==> config.mk <==
export PLATFORM = sky130hd
export DESIGN_NAME = fetch_unit
export DESIGN_NICKNAME = d
export VERILOG_FILES = /design/src/rtl/fetch_unit.sv
export SDC_FILE = /design/constraint.sdc
export NUM_CORES = 1
export LEC_CHECK = 0
export BUFFER_PORTS_ARGS = -buffer_cell sky130_fd_sc_hd__buf_2
export CAP_MARGIN = 20
export CORE_UTILIZATION = 45
export CTS_CLUSTER_DIAMETER = 30
export DETAILED_ROUTE_END_ITERATION = 10
export GPL_ROUTABILITY_DRIVEN = 1
export GPL_TIMING_DRIVEN = 0
export PLACE_DENSITY = 0.71
export SLEW_MARGIN = 20
export SYNTH_ARGS = -nofsm -noshare
export SYNTH_HDL_FRONTEND = slang
export SYNTH_SLANG_ARGS = --single-unit
==> constraint.sdc <==
create_clock -name clk -period 2.2 [get_ports clk]
set_clock_uncertainty 0.05 [all_clocks]
set_input_delay 0.66 -clock clk [delete_from_list [all_inputs] [get_ports clk]]
set_output_delay 0.66 -clock clk [all_outputs]
set_load 0.05 [all_outputs]
==> src/rtl/fetch_unit.sv <==
// Instruction fetch stage: owns the fetch PC, talks to a variable-latency
// instruction memory and feeds the decoder through an IF/ID register.
module fetch_unit #(
  parameter logic [31:0] RESET_PC = 32'h0000_0000,
  parameter logic [31:0] PC_STEP  = 32'd4,
  parameter logic [31:0] NOP_WORD = 32'hE1A0_0000
) (
  input  logic        clk,
  input  logic        rst,
  input  logic        stall,
  input  logic        redirect,
  input  logic [31:0] redirect_pc,
  output logic        imem_req,
  output logic [31:0] imem_addr,
  input  logic [31:0] imem_rdata,
  input  logic        imem_valid,
  output logic [31:0] instr_out,
  output logic        instr_valid,
  output logic [31:0] pc_out,
  output logic [31:0] pc_plus8
);

  typedef enum logic [1:0] {
    ST_BOOT = 2'd0,
    ST_WAIT = 2'd1,
    ST_FULL = 2'd2
  } st_e;

  st_e         state_q, state_d;
  logic [31:0] fpc_q, fpc_d;
  logic [31:0] instr_q, instr_d;
  logic [31:0] pc_q, pc_d;
  logic        vld_q, vld_d;
  logic        drop_q, drop_d;
  logic [31:0] bi_q, bi_d;
  logic [31:0] bp_q, bp_d;
  logic        req_q, req_d;
  logic [31:0] addr_q, addr_d;

  logic        unused_rpc;
  assign unused_rpc = ^redirect_pc[1:0];

  always_comb begin
    state_d = state_q;
    fpc_d   = fpc_q;
    instr_d = instr_q;
    pc_d    = pc_q;
    vld_d   = vld_q;
    drop_d  = drop_q;
    bi_d    = bi_q;
    bp_d    = bp_q;
    if (redirect) begin
      vld_d   = 1'b0;
      instr_d = NOP_WORD;
      fpc_d   = {redirect_pc[31:2], 2'b00};
      state_d = ST_WAIT;
      drop_d  = (state_q == ST_WAIT) && !imem_valid;
    end else begin
      unique case (state_q)
        ST_BOOT: state_d = ST_WAIT;
        ST_WAIT: begin
          if (imem_valid) begin
            if (drop_q) begin
              drop_d = 1'b0;
            end else if (!vld_q || !stall) begin
              instr_d = imem_rdata;
              pc_d    = fpc_q;
              vld_d   = 1'b1;
              fpc_d   = fpc_q + PC_STEP;
            end else begin
              bi_d    = imem_rdata;
              bp_d    = fpc_q;
              state_d = ST_FULL;
            end
          end else if (!stall && vld_q) begin
            vld_d   = 1'b0;
            instr_d = NOP_WORD;
          end
        end
        ST_FULL: begin
          if (!stall) begin
            instr_d = bi_q;
            pc_d    = bp_q;
            vld_d   = 1'b1;
            fpc_d   = fpc_q + PC_STEP;
            state_d = ST_WAIT;
          end
        end
        default: state_d = ST_BOOT;
      endcase
    end
    // An in-flight request keeps its address until its response is dropped
    req_d  = (state_d == ST_WAIT);
    addr_d = drop_d ? addr_q : fpc_d;
  end

  always_ff @(posedge clk) begin
    if (!rst) begin
      state_q <= ST_BOOT;
      fpc_q   <= RESET_PC;
      instr_q <= NOP_WORD;
      pc_q    <= 32'h0;
      vld_q   <= 1'b0;
      drop_q  <= 1'b0;
      bi_q    <= 32'h0;
      bp_q    <= 32'h0;
      req_q   <= 1'b0;
      addr_q  <= RESET_PC;
    end else begin
      state_q <= state_d;
      fpc_q   <= fpc_d;
      instr_q <= instr_d;
      pc_q    <= pc_d;
      vld_q   <= vld_d;
      drop_q  <= drop_d;
      bi_q    <= bi_d;
      bp_q    <= bp_d;
      req_q   <= req_d;
      addr_q  <= addr_d;
    end
  end

  assign imem_req    = req_q;
  assign imem_addr   = addr_q;
  assign instr_out   = instr_q;
  assign instr_valid = vld_q;
  assign pc_out      = pc_q;
  assign pc_plus8    = pc_q + 32'd8;

endmodule

; ---- Word level (Yosys, flattened, before mapping)
; Index checks and enable logic that the tools add are counted.
[word_totals]
ff_bits = 197
latchBits = 0
ram_bits = 0
mem_bits_ro = 0
input_bits = 69
out_inout_bits = 130
n_memories = 0
[classes]
add_sub_neg = 2
n_mul = 0
div = 0
magnitude_cmp = 0
eq_ne = 10
shift = 0
mux = 32
n_bitwise = 4
reduce_logical = 12
[op_table]
columns = op, n
row1 = $mux 32, 14
row2 = $pmux 32 s2, 3
row3 = $add 32x3->32 const B, 1
row4 = $add 32x4->32 const B, 1
row5 = $mux 2, 5
row6 = $reduce_and 5->1, 2
row7 = $mux 1, 8
row8 = $ne 2x2->1 const B, 3
row9 = $ne 3x2->1 const B, 2
row10 = $pmux 2 s3, 1
row11 = $reduce_and 6->1, 1
row12 = $eq 2x1->1 const B, 2
row13 = $not 1->1, 4
row14 = $logic_not 1->1, 3
row15 = $ne 3x3->1 const B, 1
row16 = $eq 2x2->1 const B, 1
row17 = $logic_and 1x1->1, 2
row18 = $logic_not 2->1, 1
row19 = $ne 2x1->1 const B, 1
row20 = $pmux 1 s2, 1
row21 = $reduce_bool 2->1, 1
row22 = $reduce_or 2->1, 1
row23 = $logic_or 1x1->1, 1

; ---- Logic depth before layout (Yosys ltp)
[logic_depth]
ltp_word = 8
depth_mapped = 10

; ---- Worst setup path after synthesis
; No wires, ideal clock.
[synth_timing]
path_kind = register to output
start = reg pc_q[5], in the netlist pc_out[5]
end = out pc_plus8[28]
t_arrival_ns = 2.600
required_ns = 1.490
setup_slack_ns = -1.110
stages_incl_launch_ff = 8
path_cell_list = dfxtp_1 > and3_1 > and4_1 > clkbuf_1 > nand3_1 > nor2_1 > nand3_1 > xnor2_1
[synth_between]
elab_chain_len = 1
[synth_lines]
columns = item, line_no
row1 = start: declaration, 32  ; logic [31:0] pc_q, pc_d;
row2 = start signal: assignment, 113  ; pc_q <= pc_d;
row3 = $add 32x4->32, 128  ; assign pc_plus8 = pc_q + 32'd8;
row4 = end: declaration, 20  ; output logic [31:0] pc_plus8
; Every way passes these cells.

; ---- Worst setup path in the final report
[layout_timing]
start = reg pc_q[7], in the netlist pc_out[7]
end = out pc_plus8[24]
; Same word-level chain as after synthesis.

==> results.json <==
{
  "status": "finished, violations left",
  "violations": "negative setup slack",
  "die_x_um": 146,
  "ios": 199,
  "drt_wl_total_um": 34000,
  "rows": 52,
  "num-nets-final": 1561,
  "hold_buffers": 0,
  "clk_path_buf_depth": 2,
  "core_area_um2": 20200,
  "routabilityCongestion": 0.939,
  "p_per_area_nw_per_um2": 677,
  "dp_hpwl_um": 21700,
  "clk_latency_ns": 0.44,
  "grt_pass1_wl_um": 49900,
  "fin_crit_sh_pct": 129,
  "tightest_slew_ns": 0.726,
  "start_util_pct": 45.9,
  "drt_first_pass_iters": 5,
  "synthDistinctLibCells": 62,
  "cts_buffers": 17,
  "synth_enable_flop_cells": 0,
  "cap_viol_max_count": 0,
  "max_freq_ghz": 0.353,
  "ys_seq_elements": 197,
  "grt_pass1_vias": 9391,
  "worst_ep_arrival_time_ns": 2.12,
  "port_buffers": 194,
  "fillers": 1631,
  "met2_usage_pct": 47.4,
  "synth.avg_cell_area_um2": 7.92,
  "rsz0062_at_grt": "yes",
  "dieArea_um2": 21200,
  "synthCells": 1174,
  "final_max_slew_viol_count": 0,
  "drc": 0,
  "required_ns": 1.49,
  "vias": 10340,
  "clock_sinks": 197,
  "setup_ws_ns": -0.629,
  "place_inst": 1638,
  "grt_use_met1_pct": 38.7,
  "yosysSeqAreaShare_pct": 42.4,
  "grtUsageTotal_pct": 29.8,
  "antenna_found_initial": 1,
  "fp.dieH_um": 146,
  "power_leakage_nw": 5.57,
  "critPathKind": "flop to output pin",
  "whs_ns": 0.366,
  "hp-class": "input port to flop",
  "root_buffer": "clkbuf_16",
  "worstSetupEndpointType": "output pin",
  "grt_max_degree": 19,
  "drt-initial-drc-count": 1088,
  "crit_fanout": 6,
  "period_needed_ns": 2.83,
  "htree_levels": 4,
  "setup_viol": 49,
  "syn_to_final_growth_pct": 47.3,
  "async_reset_ff_share_pct": 0,
  "critPathLaunchType": "flop",
  "cts_tree": "done",
  "ys_warn_count": 0,
  "use_met3_pct": 5.58,
  "mappedNetlistArea_um2": 9300,
  "fin_cells": 1769,
  "avgViaCountPerCell": 5.85,
  "drive_above_1_share_pct": 38.7,
  "grt_busiest_layer": "met2",
  "path_clk_slew_ns": 0.07,
  "wl_per_cell_um": 19.2,
  "hold_violations": 0,
  "syn-num-nets": 1249,
  "ant_nets": 0,
  "grt_overflow": 0,
  "slew_headroom_pct": 51.6,
  "synthFlopType": "dfxtp_1",
  "ir_drop_v": 0.000596
}
[cell usage in the layout, fill, tap and decap left out, types with 8 or more instances in the layout]
cell       synthesis  layout
clkbuf_4           0       8
mux2i_1           34      34
o22a_1            10      10
nor2_2             0      10
buf_4              3      84
buf_6              0      59
a211oi_2           0      27
o211ai_1          16      16
clkbuf_1          81      32
nor2_1           114      92
a21oi_1           85      83
nor3_1            46      42
nand2_1          200     192
dfxtp_4            0      18
inv_1             12       8
o21ai_0           54      47
nor2_4             0      12
nand3_4            0       9
and3_1            41      35
buf_2             14     171
xnor2_4            0      11
clkbuf_2           1      28
nand4_1           16      16
nand3_1           32      18
dfxtp_2            0      15
dfxtp_1          197     164
clkbuf_16          0      22
nor4_1            13       9
a211oi_1          62      35
[critical path: stages (launching register included)]
cell and delay [ns]:
dfxtp_4 0.35, and3_4 0.20, and4_1 0.23, buf_8 0.15, nand2_4 0.07, nor3_4 0.16
nand3_2 0.15, xnor2_4 0.18, buf_6 0.17
[report_power, final]
part           switching [mW]  leakage (nW)  internal [mW]  total (mW)
registers               0.212          1.63           3.75        3.97
clock network            1.49         0.275           1.55        3.03
logic                    1.49          3.67          0.771        2.27
total                    3.19          5.57           6.07        9.26
[state kept, by name, summed over array words and instances (netlist names)]
name         count
drop_q           1
imem_addr       32
bp_q            32
instr_out       32
instr_valid      1
fpc_q           32
pc_out          32
state_q          2
imem_req         1
bi_q            32
[Yosys cell counts (12+ instances only)]
master	n	area share (%)
mux2i_1	34	3.7
o21ai_0	54	2.9
nand4_1	16	1.1
a21oi_1	85	4.6
nor2_1	114	4.6
dfxtp_1	197	42
o211ai_1	16	1.3
inv_1	12	0.48
and3_1	41	2.8
nand2_1	200	8.1
nand3_1	32	1.7
clkbuf_1	81	3.3
nor3_1	46	2.5
nor4_1	13	0.87
xnor2_1	22	2.1
buf_2	14	0.75
a211oi_1	62	5.0
[cell type report]
type / instances / area, um^2 / area share [%]
timing repair buffer: 298 / 2120 / 15.5
clock inverter: 12 / 110 / 0.804
inverter: 13 / 57.6 / 0.420
antenna: 1 / 2.50 / 0.0183
sequential: 197 / 4030 / 29.4
buffer: 97 / 599 / 4.38
clock buffer: 19 / 454 / 3.32
multi-input combinational: 862 / 5980 / 43.7
tap: 270 / 338 / 2.47
[what timing repair did]
| item | CTS | global route |
|---|---|---|
| pin swaps | 51 | 66 |
| buffers inserted | 48 | 50 |
| endpoints found under the hold margin | 0 | 0 |
| cloned | 4 | 3 |
| setup endpoints to repair | 211 | 200 |
| gates resized for setup | 179 | 202 |
[worst paths after layout]
path | startpoint | endpoint | slack [ns] | cells after the start
max | pc_out[7] | pc_plus8[24] | -0.63 | 8
min | redirect_pc[27] | fpc_q[27] | 0.37 | 3
max reg2reg | state_q[0] | pc_out[17] | -0.13 | 11
min reg2reg | bi_q[24] | bi_q[24] | 0.40 | 2
[metrics by stage]
stage | utilization, % | TNS [ns] | power, mW | setup WS, ns | cell area (um^2)
final | 67.7 | -12.39 | 9.26 | -0.629 | 13700
after global routing | 67.7 | -17.31 | 9.57 | -0.720 | 13700
after CTS | 62.7 | -10.51 | 9.01 | -0.629 | 12700
after detailed placement | 54.8 | -112.53 | 5.85 | -0.725 | 11100
after global placement | 54.8 | -108.85 | 5.83 | -0.742 | 11100
after floorplan | - | -4.03 | 5.32 | -0.318 | 9780
[cell families (layout without fill, tap and decap cells)]
logic type,after synthesis,after routing,share of synthesized area (%)
compound gates,290,291,20.5
flops,197,197,42.4
simple gates,499,499,24.5
buf+inv,116,439,5.01
mux,35,35,3.78
other cells,0,1,0
xor+xnor,31,31,2.92
fa+ha+maj,6,6,0.808
[per-layer routing]
metal / routed length [um] / vias to the layer above
li1: - / 4817
met5: 0 / -
met3: 2460 / 128
met4: 1610 / 0
met2: 15900 / 535
met1: 14000 / 4860
Power figures use the tool's default switching activity.
